[src/rtl/or_result_packer_if.sv]
// Bundle of the packer's bit-input, flush, word-output and counter signals.
// The master side is the stage driving results and consuming words; the slave side is the packer.
interface or_result_packer_if #(
    parameter int WIDTH = 8
);
    logic             in_data;
    logic             in_rdy;
    logic             in_en;
    logic             flush_en;
    logic             flush_rdy;
    logic [WIDTH-1:0] out_data;
    logic             out_rdy;
    logic             out_en;
    logic [15:0]      word_cnt;

    modport master (
        output in_data, in_rdy, flush_en, out_en,
        input  in_en, flush_rdy, out_data, out_rdy, word_cnt
    );

    modport slave (
        input  in_data, in_rdy, flush_en, out_en,
        output in_en, flush_rdy, out_data, out_rdy, word_cnt
    );
endinterface

[src/rtl/or_result_packer.sv]
// Packs 1-bit OR results LSB-first into WIDTH-bit words, queues them in a DEPTH-entry FIFO,
// supports zero-padded flush of a partial word and counts dequeued words.
module or_result_packer #(
    parameter int WIDTH = 8,
    parameter int DEPTH = 2
) (
    input  logic               clk,
    input  logic               rst_n,
    or_result_packer_if.slave  bus
);
    localparam int CW = (WIDTH > 1) ? $clog2(WIDTH) : 1;
    localparam int PW = (DEPTH > 1) ? $clog2(DEPTH) : 1;
    localparam int FW = $clog2(DEPTH + 1);

    localparam logic [CW-1:0] LAST_IDX   = CW'(WIDTH - 1);
    localparam logic [FW-1:0] FILL_LIMIT = FW'(DEPTH);

    logic [CW-1:0]    cnt_q, cnt_d;
    logic [WIDTH-1:0] acc_q, acc_d;
    logic [WIDTH-1:0] mem [DEPTH];
    logic [PW-1:0]    head_q, tail_q;
    logic [FW-1:0]    fill_q;
    logic [15:0]      word_cnt_q;

    logic             last_bit;
    logic             room;
    logic             flush_go;
    logic             push;
    logic             pop;
    logic [WIDTH-1:0] push_word;

    // Room uses the start-of-cycle fill, so a dequeue never frees space in the same cycle.
    assign last_bit = (cnt_q == LAST_IDX);
    assign room     = (fill_q < FILL_LIMIT);

    assign bus.in_en     = rst_n & bus.in_rdy & ~bus.flush_en & (~last_bit | room);
    assign bus.flush_rdy = (cnt_q != '0) & room;

    assign flush_go  = bus.flush_en & bus.flush_rdy;
    assign push      = flush_go | (bus.in_en & last_bit);
    assign push_word = flush_go ? acc_q : {bus.in_data, acc_q[WIDTH-2:0]};
    assign pop       = bus.out_en & bus.out_rdy;

    assign bus.out_rdy  = (fill_q != '0);
    assign bus.out_data = bus.out_rdy ? mem[head_q] : '0;
    assign bus.word_cnt = word_cnt_q;

    always_comb begin
        // NOTE: every combinational output gets a default first so no path leaves it unassigned
        // and no latch is inferred.
        cnt_d = cnt_q;
        acc_d = acc_q;
        if (flush_go) begin
            cnt_d = '0;
            acc_d = '0;
        end else if (bus.in_en) begin
            if (last_bit) begin
                cnt_d = '0;
                acc_d = '0;
            end else begin
                acc_d[cnt_q] = bus.in_data;
                cnt_d        = cnt_q + CW'(1);
            end
        end
    end

    always_ff @(posedge clk or negedge rst_n) begin
        // NOTE: state registers use non-blocking assignments so every flop samples
        // pre-edge values regardless of statement order.
        if (!rst_n) begin
            cnt_q <= '0;
            acc_q <= '0;
        end else begin
            cnt_q <= cnt_d;
            acc_q <= acc_d;
        end
    end

    always_ff @(posedge clk or negedge rst_n) begin
        if (!rst_n) begin
            head_q     <= '0;
            tail_q     <= '0;
            fill_q     <= '0;
            word_cnt_q <= '0;
        end else begin
            if (push) begin
                tail_q <= tail_q + PW'(1);
            end
            if (pop) begin
                head_q     <= head_q + PW'(1);
                word_cnt_q <= word_cnt_q + 16'd1;
            end
            // Push and pop together leave fill unchanged; push at full is gated by room.
            case ({push, pop})
                2'b10:   fill_q <= fill_q + FW'(1);
                2'b01:   fill_q <= fill_q - FW'(1);
                default: fill_q <= fill_q;
            endcase
        end
    end

    // NOTE: FIFO storage has no reset; stale entries are never observable because
    // out_data is gated by out_rdy, and leaving it unreset lets it map to plain RAM.
    always_ff @(posedge clk) begin
        if (push) begin
            mem[tail_q] <= push_word;
        end
    end
endmodule
[src/flat_wrapper.sv]
// flat-port wrapper written by rule: the top's interface ports become plain ports
module or_result_packer_flat 
#(
    parameter int WIDTH = 8,
    parameter int DEPTH = 2
)
  (clk, rst_n, bus_in_data, bus_in_rdy, bus_flush_en, bus_out_en, bus_in_en, bus_flush_rdy, bus_out_data, bus_out_rdy, bus_word_cnt);
  or_result_packer_if #(.WIDTH(WIDTH)) bus_i ();
  input  logic clk;
  input  logic rst_n;
  input wire logic [$bits(bus_i.in_data)-1:0] bus_in_data;
  input wire logic [$bits(bus_i.in_rdy)-1:0] bus_in_rdy;
  input wire logic [$bits(bus_i.flush_en)-1:0] bus_flush_en;
  input wire logic [$bits(bus_i.out_en)-1:0] bus_out_en;
  output wire logic [$bits(bus_i.in_en)-1:0] bus_in_en;
  output wire logic [$bits(bus_i.flush_rdy)-1:0] bus_flush_rdy;
  output wire logic [$bits(bus_i.out_data)-1:0] bus_out_data;
  output wire logic [$bits(bus_i.out_rdy)-1:0] bus_out_rdy;
  output wire logic [$bits(bus_i.word_cnt)-1:0] bus_word_cnt;
  assign bus_i.in_data = bus_in_data;
  assign bus_i.in_rdy = bus_in_rdy;
  assign bus_i.flush_en = bus_flush_en;
  assign bus_i.out_en = bus_out_en;
  assign bus_in_en = bus_i.in_en;
  assign bus_flush_rdy = bus_i.flush_rdy;
  assign bus_out_data = bus_i.out_data;
  assign bus_out_rdy = bus_i.out_rdy;
  assign bus_word_cnt = bus_i.word_cnt;
  or_result_packer #(.WIDTH(WIDTH), .DEPTH(DEPTH)) u_core (.clk(clk), .rst_n(rst_n), .bus(bus_i));
endmodule
[config.mk]
export PLATFORM = sky130hd
export DESIGN_NAME = or_result_packer_flat
export DESIGN_NICKNAME = d
export VERILOG_FILES = /design/src/rtl/or_result_packer_if.sv /design/src/rtl/or_result_packer.sv /design/src/flat_wrapper.sv
export SDC_FILE = /design/constraint.sdc
export NUM_CORES = 1
export LEC_CHECK = 0
export ABC_CLOCK_PERIOD_IN_PS = 4090
export BUFFER_PORTS_ARGS = -buffer_cell sky130_fd_sc_hd__buf_2
export CAP_MARGIN = 30
export CORE_MARGIN = 2
export CORE_UTILIZATION = 45
export DETAILED_ROUTE_END_ITERATION = 16
export HOLD_SLACK_MARGIN = 0.15
export PLACE_DENSITY = 0.66
export SLEW_MARGIN = 15
export SYNTH_ARGS = -nofsm -noshare
export SYNTH_HDL_FRONTEND = slang
export SYNTH_SLANG_ARGS = --single-unit
export TNS_END_PERCENT = 20
[constraint.sdc]
create_clock -name clk -period 4.09 [get_ports clk]
set_input_delay 0.2045 -clock clk [delete_from_list [all_inputs] [get_ports clk]]
set_output_delay 0.2045 -clock clk [all_outputs]
set_load 0.01 [all_outputs]
======== After elaboration in Yosys (flattened, before gate mapping) ========
Memories as Yosys holds them, arrays and structs flattened.
Index checks and enable logic that the tools add are counted.
Widths: inputs -> output; s select.
storage, ports and cells
  input port bits ......................... 6
  bits in registers ....................... 31
  logic and storage cells ................. 49
  memories ................................ 1
  output and inout bits ................... 27
  bits in writable memories ............... 16
cells by class
  order comparisons ....................... 3
  multiplexer cells ....................... 14
  reductions and logical operators ........ 5
  bitwise logic cells ..................... 11
  add/subtract/negate cells ............... 6
  eq/ne operators ......................... 3
memories
  memory      depth  bits a word  rd ports  clocked after Yosys merged registers in  write ports  RTL line                source
  u_core.mem  2      8            1         0                                        1            or_result_packer.sv:20  logic [WIDTH-1:0] mem [DEPTH];
operators by type and width
  operator               number
  $mux 8                 5
  $add 16x1->16 const B  1
  $mux 3                 3
  $bwmux 8               1
  $and 1x1->1            7
  $reduce_bool 2->1      3
  $lt 3x4->1 const B     1
  $pmux 2 s2             1
  $add 3x1->3 const B    1
  $demux 1 s3            1
  $eq 3x3->1 const B     1
  $ge 3x1->1 const B     1
  $mux 1                 3
  $reduce_bool 3->1      1
  $add 1x1->1 const B    2
  $add 2x1->2 const B    1
  $eq 2x1->1 const B     1
  $eq 2x2->1 const B     1
  $lt 2x2->1 const B     1
  $not 1->1              2
  $or 1x1->1             2
  $sub 2x1->2 const B    1
  $logic_and 1x1->1      1

======== Longest topological paths before layout ========
  depth in word-level cells ............... 8
  depth in mapped cells ................... 9
  mapped depth without buffers ............ 8

======== Worst setup path after synthesis ========
No wires, ideal clock.
  path type ............................... register -> register
  start point ............................. register u_core.cnt_q[0]
  end point ............................... memory u_core.mem[1][0], enable pin
  arrival ................................. 1.675 ns
  period minus slack after synthesis ...... 2.048 ns
  library setup time ...................... 0.373 ns
  buffers on the path ..................... 1
  cell stages (with the launch flop) ...... 7
  data required time ...................... 3.717 ns
  path slack .............................. 2.042 ns
  cell sequence ........................... dfrtp_1 -> buf_2 -> inv_1 -> ha_1 -> a211oi_2 -> a21oi_1 -> nor2b_1
on the way
  cells in the longest elaborated chain, start to end .. 8
  elaborated cells between the ends (all ways) .. 11
  classes of those cells .................. eq/ne (1); mux (2); bitwise (7); reduce/logical (1)
ends and longest elaborated chain
  element                         RTL line                 source
  start, declared                 or_result_packer.sv:18   logic [CW-1:0] cnt_q, cnt_d;
  start signal, assigned          or_result_packer.sv:74   cnt_q <= cnt_d;
  $eq 3x3->1                      or_result_packer.sv:33   assign last_bit = (cnt_q == LAST_IDX);
  $not 1->1                       or_result_packer.sv:36   assign bus.in_en = rst_n & bus.in_rdy & ~bus.flush_en & (~last_bit | room);
  $or 1x1->1                      or_result_packer.sv:36
  $and 1x1->1                     or_result_packer.sv:36
  $and 1x1->1                     or_result_packer.sv:40   assign push = flush_go | (bus.in_en & last_bit);
  $or 1x1->1 *                    or_result_packer.sv:40
  $mux 1 *                        or_result_packer.sv:105  if (push) begin
  $mux 1 (not written as such) *  or_result_packer.sv:106  mem[tail_q] <= push_word;
  end, declared                   or_result_packer.sv:20
Every way passes the cells marked *; elsewhere a longest branch is shown, timed or not.

======== Final worst setup path ========
  start point ............................. register u_core.cnt_q[0]
  end point ............................... memory u_core.mem[1][1], enable pin
The elaborated chain is that of the path after synthesis.

==> flow_summary.toml <==
[status]
status = "finished clean"

[routing]
wl_per_cell_um = 14.9
final_antenna_net_count = 0
routed_via_density = 5.40
drt_iter0_drc = 69
wl_mm = 3.97
drcViolationCount = 0
vias = 1442
drt_pass1_iterations = 4

[timing]
tns_ns = 0
report.final.slew_viol_count = 0
skew_ns = 0.00440
slew_headroom_pct = 51.2
grt_setup_unrepaired = "false"
hold_viol = 0
period_needed_ns = 2.66
fin_crit_sh_pct = 65.1
tightestPinTransition_ns = 0.731
setup_viol = 0
max_freq_mhz = 375

[critical_path]
cp_max_fo = 13
r2r_slack_ns = 1.43
crit_required_ns = 4.02
setup.worst_path.class = "reg -> reg"
regToRegStartpoint = "u_core.cnt_q[0]"
endpoint_kind = "flop"
arrival_ns = 2.59
r2r-end = "u_core.mem[1][1]"
r2r_cells = 6
crit_path_start_kind = "flop"

[yosys]
synth_top_area_share_pct = 36.7
synth_area_per_cell_um2 = 12.0
synthTopCellsByCount = "dfrtp_1, nor2_1, xnor2_1"
yosysTopAreaCell = "dfrtp_1"
syn-cell-area_um2 = 2110
synth_area_leaders = "dfrtp_1, edfxtp_1, xnor2_1, mux2i_1, a32o_1"
yosys_warnings = 0
synth_edf_count = 16
synth_nets = 187
netlist_instances = 176
synth_ff_type = "dfrtp_1"
ys_seq_area_share_pct = 59.4
ys_ff_latch = 47
async_flop_share_pct = 66.0
synthDistinctLibCells = 30
synth_most_common_cell = "dfrtp_1"

[clocking]
clock_sinks = 47
cts_tree = "built"
cts_resized = 0
clk_path_buf_depth = 2
clk_root_buffer_cell = "clkbuf_8"
cts_made_buffers = 5
htreeDepth = 2
clkTransAtPathRegs_ns = 0.08
postCtsSetupRepairBufs = 0
insertion_delay_ns = 0.30

[pwr]
p_clk_share_pct = 24.2
switching_power_uw = 555
vdd.ir_drop.worst_uv = 323
combPwrFrac_pct = 30.2
p_per_area_nw_per_um2 = 656
p_sw_share_pct = 34.1
p_int_uw = 1070
power_frac_seq_pct = 45.6
p_leak_uw = 0.00113

[worst_hold_path]
hp-start = "bus_out_en"
min_path_type = "in -> reg"
min_delay_worst_endpoint = "u_core.head_q"
hold_depth = 3

[final_layout]
num_antenna_cells = 0
nNetsFinal = 225
utilization_pct = 55.8
drive_above_1_share_pct = 22.3
area_delta_synth_final_pct = 17.2
final.fill_count = 397

[floorplan]
core.rowCount = 24
io_pins = 33
dieArea_um2 = 5260
fp.dieW_um = 72.6
core-area_um2 = 4440
start_util_pct = 47.6
dieHeight_um = 72.6

[placed_design]
place_congestion = 0.779
portBuffers = 32
hpwl_mm = 2.90

[grt]
grt_max_degree = 34
grt_usage_pct = 17.1
grt_pass1_vias = 1418
antenna_found_initial = 0
grt_pass1_wl_mm = 6.80
gr-total-overflow = 0

[flow_run]
drv_cap = 0
-- worst max-delay path by stage --
stage	startpoint	endpoint	slack [ns]	cells past startpoint
detailed placement	u_core.cnt_q[0]	u_core.mem[1][3]	1.42	6
CTS	u_core.cnt_q[0]	u_core.mem[1][4]	1.37	6
finish	u_core.cnt_q[0]	u_core.mem[1][1]	1.43	6
global route	u_core.cnt_q[0]	u_core.mem[1][1]	1.21	6
global placement	u_core.cnt_q[0]	u_core.mem[1][0]	1.57	6
floorplan	u_core.cnt_q[0]	u_core.mem[1][0]	2.04	6
-- worst max-delay path: stages, from the launching register on --
cell      delay (ns)
dfrtp_1         0.49
ha_1            0.25
ha_1            0.32
a211oi_2        0.26
buf_4           0.21
a21oi_1         0.15
nor2b_1         0.62
-- layer usage --
layer / wire [um] / track usage [%]
met5: 0 / 0
met4: 44 / 5.97
met3: 180 / 4.58
met2: 1900 / 28.2
met1: 1840 / 22.0
-- state kept, by name (all words and copies together), names as in the netlist --
register / flops
u_core.bus.word_cnt: 16
u_core.cnt_q: 3
u_core.tail_q: 1
u_core.acc_q: 8
u_core.fill_q: 2
u_core.head_q: 1
u_core.mem: 16
-- stage by stage --
step           hold WS [ns]  area, um2  setup WS, ns  std cells  power (uW)
2_1_floorplan       -0.0911       2110          2.04        176        1070
3_3_place_gp          0.252       2340          1.57        258        1220
3_5_place_dp          0.260       2340          1.42        258        1250
4_1_cts               0.263       2480          1.37        267        1640
5_1_grt               0.269       2480          1.21        267        1730
6_report              0.269       2480          1.43        267        1630
-- cell usage in the layout, fill, tap and decap left out, types with 3 or more instances in the layout --
cell type | Yosys | final
buf_2 | 3 | 32
dfrtp_1 | 31 | 31
nor2_1 | 18 | 18
xnor2_1 | 18 | 18
nand2_1 | 17 | 17
edfxtp_1 | 16 | 16
mux2i_1 | 9 | 9
a32o_1 | 8 | 8
inv_1 | 6 | 6
nor3_1 | 5 | 5
nand4_1 | 5 | 5
nand3_1 | 5 | 5
ha_1 | 5 | 5
clkbuf_8 | 0 | 5
nor2b_1 | 3 | 3
o21ai_1 | 3 | 3
a21o_1 | 3 | 3
-- cell families after synthesis --
logic type	synth area share (%)
AND/OR/NAND/NOR	13.4
multiplexers	4.79
buffers and inverters	2.31
XOR/XNOR	8.28
adder cells (fa/ha/maj)	2.96
AO/OA/AOI/OAI	8.82
flip-flops	59.4
-- power groups by stage --
stage          clock network [uW]  registers [uW]  logic [uW]
6_report                      393             742         491
5_1_grt                       424             760         551
4_1_cts                       404             739         500
3_5_place_dp                    0             750         496
3_3_place_gp                    0             740         482
2_1_floorplan                   0             706         364
-- what timing repair did --
| action | CTS | global route |
|---|---|---|
| endpoints found under the setup margin | 0 | 0 |
| hold endpoints to repair | 31 | 0 |
| hold buffers | 1 | 0 |
-- area by class of cell --
class	count	area [um2]	area share [%]
clock buffer	6	72.6	2.93
sequential	47	1260	50.7
timing repair buffer	35	185	7.47
clock inverter	2	60.1	2.42
tap	52	65.1	2.62
inverter	8	30.0	1.21
multi-input combinational	117	810	32.7
Power figures use the tool's default switching activity.
